## src/rtl/event_waiter.sv

```systemverilog
// Event waiter: queues trigger events, services each one for SVC_CYCLES cycles, then holds a done handshake.
// Optional drop counter enabled by defining EVENT_WAITER_DROP_CNT_EN; otherwise drop_cnt is tied to zero.
module event_waiter #(
  parameter int CNT_W      = 4,
  parameter int SVC_CYCLES = 3
) (
  input  logic             clk,
  input  logic             rst_n,
  input  logic             trig_ack,
  input  logic             trig_alias,
  input  logic             trig_null,
  input  logic             done_ready,
  output logic             done_valid,
  output logic             busy,
  output logic [CNT_W-1:0] pending,
  output logic             overflow,
  output logic [7:0]       drop_cnt
);

  typedef enum logic [1:0] {
    ST_IDLE,
    ST_SERVICE,
    ST_DONE
  } state_t;

  localparam logic [3:0]       SVC_LOAD = 4'(SVC_CYCLES - 1);
  localparam logic [CNT_W-1:0] PEND_MAX = '1;

  state_t           r_state;
  state_t           w_state_nxt;
  logic [3:0]       r_svc_cnt;
  logic [CNT_W-1:0] r_pending;
  logic             r_overflow;
  logic             w_ev;
  logic             w_dec;
  logic             w_drop;
  logic             w_unused_null;

  // Acknowledge and alias name the same event, so both high in one cycle is still one event.
  assign w_ev          = trig_ack | trig_alias;
  // The null trigger is accepted on the port but never creates work.
  assign w_unused_null = trig_null;

  assign w_drop = w_ev && !w_dec && (r_pending == PEND_MAX);

  // NOTE: sequential state uses non-blocking assignments so every register samples pre-edge values.
  always_ff @(posedge clk) begin
    if (!rst_n) begin
      r_state <= ST_IDLE;
    end else begin
      r_state <= w_state_nxt;
    end
  end

  // NOTE: defaults come first so every path assigns every output and no latch is inferred.
  always_comb begin
    w_state_nxt = r_state;
    w_dec       = 1'b0;
    case (r_state)
      ST_IDLE: begin
        if (r_pending != '0) begin
          w_state_nxt = ST_SERVICE;
          w_dec       = 1'b1;
        end
      end
      ST_SERVICE: begin
        if (r_svc_cnt == 4'd0) begin
          w_state_nxt = ST_DONE;
        end
      end
      ST_DONE: begin
        if (done_ready) begin
          w_state_nxt = ST_IDLE;
        end
      end
      default: begin
        w_state_nxt = ST_IDLE;
      end
    endcase
  end

  always_ff @(posedge clk) begin
    if (!rst_n) begin
      r_svc_cnt <= 4'd0;
    end else if (w_dec) begin
      r_svc_cnt <= SVC_LOAD;
    end else if ((r_state == ST_SERVICE) && (r_svc_cnt != 4'd0)) begin
      r_svc_cnt <= r_svc_cnt - 4'd1;
    end
  end

  // A concurrent arrival and dequeue cancel out; a full queue drops the new arrival.
  always_ff @(posedge clk) begin
    if (!rst_n) begin
      r_pending <= '0;
    end else begin
      case ({w_ev, w_dec})
        2'b10: begin
          if (r_pending != PEND_MAX) begin
            r_pending <= r_pending + 1'b1;
          end
        end
        2'b01:   r_pending <= r_pending - 1'b1;
        default: r_pending <= r_pending;
      endcase
    end
  end

  always_ff @(posedge clk) begin
    if (!rst_n) begin
      r_overflow <= 1'b0;
    end else if (w_drop) begin
      r_overflow <= 1'b1;
    end
  end

`ifdef EVENT_WAITER_DROP_CNT_EN
  logic [7:0] r_drop_cnt;

  always_ff @(posedge clk) begin
    if (!rst_n) begin
      r_drop_cnt <= 8'd0;
    end else if (w_drop && (r_drop_cnt != 8'hFF)) begin
      r_drop_cnt <= r_drop_cnt + 8'd1;
    end
  end

  assign drop_cnt = r_drop_cnt;
`else
  assign drop_cnt = 8'd0;
`endif

  assign done_valid = (r_state == ST_DONE);
  assign busy       = (r_state != ST_IDLE);
  assign pending    = r_pending;
  assign overflow   = r_overflow;

  // A presented completion must stay up until downstream takes it.
  a_done_hold: assert property (@(posedge clk) disable iff (!rst_n)
    (done_valid && !done_ready) |=> done_valid);

endmodule

```

## config.mk

```make
export PLATFORM = sky130hd
export DESIGN_NAME = event_waiter
export DESIGN_NICKNAME = d
export VERILOG_FILES = /design/src/rtl/event_waiter.sv
export SDC_FILE = /design/constraint.sdc
export NUM_CORES = 1
export LEC_CHECK = 0
export CAP_MARGIN = 20
export CELL_PAD_IN_SITES_DETAIL_PLACEMENT = 0
export CELL_PAD_IN_SITES_GLOBAL_PLACEMENT = 2
export CORE_MARGIN = 4
export CORE_UTILIZATION = 27
export DETAILED_ROUTE_END_ITERATION = 10
export PLACE_DENSITY = 0.79
export SLEW_MARGIN = 10
export SYNTH_ARGS = -nofsm -noshare
export SYNTH_HDL_FRONTEND = slang
export SYNTH_SLANG_ARGS = --single-unit
```

## constraint.sdc

```tcl
create_clock -name clk -period 5.1 [get_ports clk]
set_input_delay 0.51 -clock clk [delete_from_list [all_inputs] [get_ports clk]]
set_output_delay 0.51 -clock clk [all_outputs]
set_load 0.01 [all_outputs]
```

[Word level (Yosys, flattened, before mapping)]
Index checks and enable logic that the tools add are counted.
Word-level totals
  bits in registers: 11
  input port bits: 6
  word-level logic and storage cells: 44
Cells by class
  add/subtract/negate cells: 3
  eq/ne operators: 10
  bitwise operators: 2
  reduce and logical (&&, ||, !) cells: 14
  muxes and demuxes: 10
Operators with widths (count)
  2-bit 2-to-1 mux: 5
  2-bit inequality test (second input constant): 4
  4-bit one-hot mux with 2 select lines: 1
  4-bit nonzero test: 2
  4-bit by 1-bit subtractor with 4-bit output (second input constant): 2
  2-bit one-hot mux with 3 select lines: 1
  2-bit nonzero test: 3
  4-bit by 1-bit adder with 4-bit output (second input constant): 1
  2-bit by 1-bit == test with 1-bit output (second input constant): 2
  2-bit == test (second input constant): 2
  4-bit == test (second input constant): 1
  4-bit zero test: 1
  4-bit 2-to-1 mux: 1
  4-bit inequality test (second input constant): 1
  1-bit logical AND: 3
  3-bit AND reduction: 1
  2-bit zero test: 1
  1-bit 2-to-1 mux: 2
  2-bit AND reduction: 1
  2-bit OR reduction: 1
  1-bit zero test: 1
  1-bit inverter: 1
  1-bit OR: 1

[Longest topological paths before layout]
Gate-level depths: netlist (run 1).
  depth in word-level cells: 6
  gate-level depth with buffers: 9
  depth with buffers taken out: 9

[Worst setup path after synthesis (run 1)]
OpenSTA, ideal clock, no wires.
  kind: input to register
  start: input trig_alias
  end: register r_pending[2], in the netlist pending[2]
  arrival: 1688 ps
  path buffers: 0
  path slack: 3340 ps
  setup time: 72 ps
  stages: 7
  cell sequence: nor2_1 nand2_1 xnor2_1 ha_1 nor3b_1 mux2i_1 mux2i_1
Between the ends
  word-level cells in the longest chain between the ends: 4
  elaborated cells on any way between the ends: 7
RTL lines
  start: declaration: line 10  | input logic trig_alias,
  1-bit OR (*): line 40  | assign w_ev = trig_ack | trig_alias;
  2-bit == test / 2-bit by 1-bit == test with 1-bit output (equally long branches): line 97  | case ({w_ev, w_dec})
  2-bit inequality test (no source line) / 2-bit nonzero test (equally long branches)
  2-bit AND reduction (no source line)
  end signal: assignment: line 100  | r_pending <= r_pending + 1'b1;
  end signal: assignment: line 103  | 2'b01: r_pending <= r_pending - 1'b1;
  end signal: assignment: line 104  | default: r_pending <= r_pending;
  end: declaration: line 32  | logic [CNT_W-1:0] r_pending;
Mark *: on every way between the ends. The rest lies on a longest branch, timed or not.
A chain may end at the register's enable or synchronous reset.

[Worst setup path in the final report (run 1)]
Same ends and word-level chain as after synthesis.

==> results.py, run 1 <==
metrics = {
    "route": {
        "drt-met1-wl_um": 501,
        "wl_met3_um": 94,
        "totalWireLength_um": 1140,
        "drc": 0,
        "num_vias": 521,
        "wl_per_cell_um": 9.69,
        "top_layer": "met4",
        "drtAntennaViolNets": 0,
        "drt_iter0_markers": 5,
        "routed-wl-met2_um": 525,
        "first_pass_iters": 4,
        "vias_per_cell": 4.42,
    },
    "finish": {
        "design_area_um2": 796,
        "multi_input_area_um2": 393,
        "register_area_um2": 220,
        "final_nets": 99,
        "drive_gt1_frac": 0.0778,
        "nFillCells": 242,
        "area_growth_pct": 18.2,
        "n_antenna_cell": 0,
        "fin_cells": 118,
    },
    "clock_network": {
        "cts_max_level": 1,
        "hold_buffers": 0,
        "cts_tree": "done",
        "cts_resized": 0,
        "post_cts_buffers": 0,
        "cts_buffers": 3,
        "insertion_delay_ns": 0.27,
        "clkSinkCount": 11,
        "max-clock-path-buffers": 2,
        "path_clk_slew_ns": 0.07,
        "root_buffer": "clkbuf_4",
    },
    "power": {
        "ir_drop_v": 0.000257,
        "combPwrFrac": 0.536,
        "power_density_nw_per_um2": 557,
        "p_switching_mw": 0.179,
        "internal-power_mw": 0.265,
        "pwr-share-clk": 0.135,
        "swShare": 0.403,
        "p_leak_nw": 0.319,
        "power_frac_seq": 0.329,
    },
    "placed_design": {
        "dp_cells": 114,
        "gp_congestion": 0.679,
        "dp_hpwl_um": 894,
        "portBuffers": 11,
        "pre_cts_slack_ns": 2.67,
        "dpl_cell_area_um2": 769,
    },
    "floorplan": {
        "fp-row-count": 17,
        "ioPinCount": 21,
        "die_area_um2": 3360,
        "core_um2": 2300,
        "die_x_um": 57.9,
        "dieHeight_um": 57.9,
        "initial_core_util": 0.293,
    },
    "worst_setup_path": {
        "critPathLaunch": "trig_alias",
        "timing.rr.end": "pending[2]",
        "critical_path_required_ns": 5.31,
        "reg2regPathDepth": 9,
        "crit_slowest_cell": "clkdlybuf4s50_1",
        "path_cells": "clkdlybuf4s50_1, nor2_1, nand2_1, xnor2_1, ha_1, nor3b_1, mux2i_1, mux2i_1",
        "critPathArrivalTime_ns": 2.33,
        "crit_top_cell": "mux2i_1",
        "worstSetupEndpointType": "flop",
        "cp_max_fo": 7,
        "crit_type": "in -> reg",
        "r2r_start": "r_state[0]",
        "critPathCapture": "pending[2]",
        "max_stage_delay_ns": 0.42,
        "startpoint_type": "input pin",
        "r2r_slack_ns": 3.18,
    },
    "flow_run": {
        "maxCapViolations": 0,
    },
    "timing": {
        "max_freq_mhz": 471,
        "period_minus_slack_ns": 2.12,
        "clock_skew_ns": 0.00200,
        "min_period_over_period": 0.416,
        "maxSlewViolCount": 0,
        "hold_viol": 0,
        "rsz0062_at_grt": "false",
        "setup_tns_ns": 0,
        "finalSetupViolCount": 0,
        "worst_slack_ns": 2.98,
    },
    "outcome": {
        "status": "finished, final reports clean",
    },
    "global_routing": {
        "antenna_found_initial": 0,
        "first_global_vias": 465,
        "grt_overflow": 0,
        "grt_max_degree": 13,
        "grt_pass1_wl_um": 2010,
        "grt.total_usage": 0.0796,
    },
    "synth": {
        "synthesis.area_um2": 673,
        "yosysWarnings": 0,
        "synth.area.top_cells": "dfxtp_1 33%, buf_4 8.9%, mux2i_1 5.9%",
        "synth_top_area_cell": "dfxtp_1",
        "yosysTopAreaCellShare": 0.327,
        "synth_area_per_cell_um2": 8.63,
        "synthDistinctLibCells": 27,
        "seq_area_frac_synth": 0.327,
        "syn-instance-count": 78,
        "ys_ff_latch": 11,
    },
    "min_path": {
        "hp-start": "overflow",
        "holdCritPathClass": "reg -> reg",
    },
}
==> sequential cells by signal (all words and copies together) (netlist names) <==
register   flops
pending        4
r_svc_cnt      4
r_state        2
overflow       1
==> stage by stage <==
stage               total power, mW  hold slack, ns  utilization
finish                        0.443           0.468        0.346
global route                  0.484           0.514        0.346
CTS                           0.450           0.475        0.346
detailed placement            0.386           0.457        0.335
global placement              0.387           0.449        0.335
floorplan                     0.332           0.473            -
==> cells by family (layout without fill, tap and decap cells) <==
kind of cell               after synthesis  count (layout)  share of synthesized area
AOI/OAI and AO/OA                        9               9                     0.0818
xor gates and xnor gates                 4               4                     0.0521
adders and majority gates                2               2                     0.0372
buffers and inverters                   13              18                      0.128
DFF                                     11              11                      0.327
muxes                                    5               5                     0.0799
other                                    1               8                    0.00557
and+or+nand+nor                         33              33                      0.288
==> layout make-up <==
cell class,instances,area share
repair buffers,11,0.138
flip-flops and latches,11,0.277
multi-input cells,61,0.494
clock buffers,4,0.0330
well taps,28,0.0440
inverters,3,0.0142
==> how the worst min path moves through the flow <==
stage                   end  cells after the start
2_1_floorplan  r_svc_cnt[3]                      2
3_3_place_gp       overflow                      1
3_5_place_dp       overflow                      1
4_1_cts            overflow                      1
5_1_grt            overflow                      1
6_report           overflow                      1
==> cells in the mapped netlist, drive strengths merged <==
cell    count
dfxtp      11
buf         9
nor2        9
nand2       6
mux2i       5
nor2b       4
o21a        4
a21oi       3
inv         3
nand3       3
ha          2
nand2b      2
nor3        2
nor3b       2
nor4        2
o21ai       2
xnor2       2
xor2        2
and2        1
and4        1
clkbuf      1
conb        1
or3b        1
==> placed cells by master, fill, tap and decap left out, types with 3 or more instances in the layout <==
| cell type | count |
|---|---|
| nor2b_1 | 4 |
| dfxtp_1 | 11 |
| mux2i_1 | 4 |
| clkbuf_4 | 3 |
| clkdlybuf4s50_1 | 11 |
| nand3_1 | 3 |
| nor2_1 | 8 |
| a21oi_1 | 3 |
| o21a_1 | 4 |
| inv_1 | 3 |
| nand2_1 | 6 |
| conb_1 | 8 |
==> metal layers <==
| metal | GRT usage | up-vias |
|---|---|---|
| li1 | - | 267 |
| met1 | 0.0983 | 232 |
| met2 | 0.111 | 17 |
| met3 | 0.0490 | 5 |
| met4 | 0.0298 | 0 |
| met5 | 0 | - |
==> critical path, delay by kind of cell <==
family,cells,cell delay [ns]
AND/OR/NAND/NOR,3,0.62
multiplexers,2,0.44
buffers and inverters,1,0.42
adder cells (fa/ha/maj),1,0.20
XOR/XNOR,1,0.15
==> power groups by stage <==
| stage | Sequential, mW | Clock [mW] | Combinational (mW) |
|---|---|---|---|
| floorplan | 0.142 | 0 | 0.190 |
| global placement | 0.148 | 0 | 0.239 |
| detailed placement | 0.148 | 0 | 0.238 |
| CTS | 0.146 | 0.0629 | 0.241 |
| global route | 0.153 | 0.0670 | 0.264 |
| finish | 0.146 | 0.0600 | 0.238 |
No activity file was read; power rests on OpenSTA's default activity.
==> inputs of run 2 (changes only) <==
Settings changed: CORE_UTILIZATION 27 to 25, PLACE_DENSITY 0.79 to 0.74.
Clock period 5.1 ns to 2 ns, I/O delays scaled along.
==> run 2 against run 1 <==
Clock skew up 0.0050 ns; register-to-register slack got worse by 2.9 ns; critical path depth increased by 1; hold slack improved by 0.0020 ns; first-iteration DRC count increased by 20%; utilization fell by 1.8 points; largest cell class unchanged; critical endpoint unchanged; setup slack got worse by 2.7 ns; die area grew 6.9%; global-route usage grew 0.34 points; sequential cell count is the same.
==> results.py, run 2 (synthesis results as in run 1) <==
metrics = {
    "global_routing": {
        "grt.total_usage": 0.0830,
        "grt_pass1_wl_um": 2130,
        "grt_util_met2": 0.117,
        "first_global_vias": 496,
        "grt_overflow": 0,
        "grt.met3_usage": 0.0367,
        "grt_use_met1": 0.103,
        "globalRoute.busiestLayer": "met2",
        "antenna_found_initial": 0,
        "grt_max_degree": 9,
    },
    "finish": {
        "final_nets": 103,
        "n_antenna_cell": 0,
        "drive_gt1_frac": 0.117,
        "final_cell_mix": "11 x clkdlybuf4s50_1, 11 x dfxtp_1, 8 x nor2_1, 8 x conb_1, 6 x nand2_1",
        "nFillCells": 288,
        "design_area_um2": 828,
        "area_growth_pct": 23.0,
    },
    "placed_design": {
        "portBuffers": 11,
        "dpl_cell_area_um2": 802,
        "dp_hpwl_um": 1020,
        "gp_congestion": 0.723,
    },
    "power": {
        "p_leak_nw": 0.339,
        "ir_drop_v": 0.000616,
        "power_density_nw_per_um2": 1430,
    },
    "floorplan": {
        "ioPinCount": 21,
        "core_um2": 2520,
        "fp-row-count": 18,
        "dieHeight_um": 59.9,
        "initial_core_util": 0.267,
        "die_area_um2": 3590,
        "die_x_um": 59.9,
    },
    "worst_setup_path": {
        "path_cells": "nor2_1, inv_1, nor2_4, nand2_1, xnor2_1, ha_1, nor4_1, mux2i_1, mux2i_1",
        "crit_type": "reg -> reg",
        "crit_top_cell": "mux2i_1",
        "r2r_start": "r_state[0]",
        "r2r_slack_ns": 0.28,
        "critPathLaunch": "r_state[0]",
        "startpoint_type": "flop",
        "crit_slowest_cell": "dfxtp_1",
        "critical_path_required_ns": 2.15,
        "cp_max_fo": 3,
        "worstSetupEndpointType": "flop",
        "crit_buf_inv": 1,
        "critPathTopFamily": "simple AND/OR/NAND/NOR gates",
        "max_stage_delay_ns": 0.32,
        "critPathArrivalTime_ns": 1.87,
    },
    "clock_network": {
        "insertion_delay_ns": 0.26,
        "root_buffer": "clkbuf_4",
        "cts_max_level": 1,
        "path_clk_slew_ns": 0.07,
        "clkSinkCount": 11,
        "cts_buffers": 3,
        "post_cts_buffers": 0,
        "hold_buffers": 0,
        "cts_resized": 0,
        "max-clock-path-buffers": 2,
        "cts_tree": "done",
    },
    "route": {
        "num_vias": 534,
        "wl_per_cell_um": 10.3,
        "vias_per_cell": 4.31,
        "drc": 0,
        "drtAntennaViolNets": 0,
        "totalWireLength_um": 1280,
        "drt_iter0_markers": 6,
        "first_pass_iters": 4,
    },
    "outcome": {
        "status": "finished, final reports clean",
    },
    "timing": {
        "finalSetupViolCount": 0,
        "setup_tns_ns": 0,
        "maxSlewViolCount": 0,
        "rsz0062_at_grt": "false",
        "clock_skew_ns": 0.00703,
        "period_minus_slack_ns": 1.72,
        "hold_viol": 0,
        "min_period_over_period": 0.858,
        "max_freq_mhz": 583,
    },
    "min_path": {
        "hp-start": "overflow",
        "holdCritPathClass": "reg -> reg",
    },
    "flow_run": {
        "maxCapViolations": 0,
    },
}
## run 2: cell count changes in the layout (fill, tap and decap cells not counted)
cell,change
buf_4,+4
## run 2: layer usage
layer	wire, µm	vias up
met5	0	-
met4	10	0
met3	80	2
met2	583	11
met1	603	242
li1	-	279
## run 2: final timing paths
check / to / cells past startpoint
min reg2reg: overflow / 1
min: overflow / 1
max reg2reg: pending[2] / 9
max: pending[2] / 9
## run 2: final cells by class
cell class	count	area, µm²	area share
multi-input cells	61	393	0.474
repair buffers	15	140	0.169
clock buffers	4	26.3	0.0317
well taps	30	37.5	0.0453
inverters	3	11.3	0.0136
flip-flops and latches	11	220	0.266
## run 2: stage by stage
stage          hold WS, ns  setup slack [ns]  instances  utilization  power (mW)
4_1_cts              0.478             0.255        124        0.328        1.22
3_3_place_gp         0.459             0.241        120        0.318        1.04
5_1_grt              0.499            0.0798        124        0.328        1.29
6_report             0.470             0.284        124        0.328        1.18
3_5_place_dp         0.460             0.280        120        0.318        1.05
2_1_floorplan        0.352             0.287         85            -       0.846
## run 2: power breakdown
part / internal [mW] / total (mW) / leakage, nW / switching [mW]
Sequential: 0.285 / 0.360 / 0.0898 / 0.0746
Clock: 0.0770 / 0.151 / 0.0150 / 0.0744
Combinational: 0.353 / 0.672 / 0.234 / 0.320
Total: 0.715 / 1.18 / 0.339 / 0.468
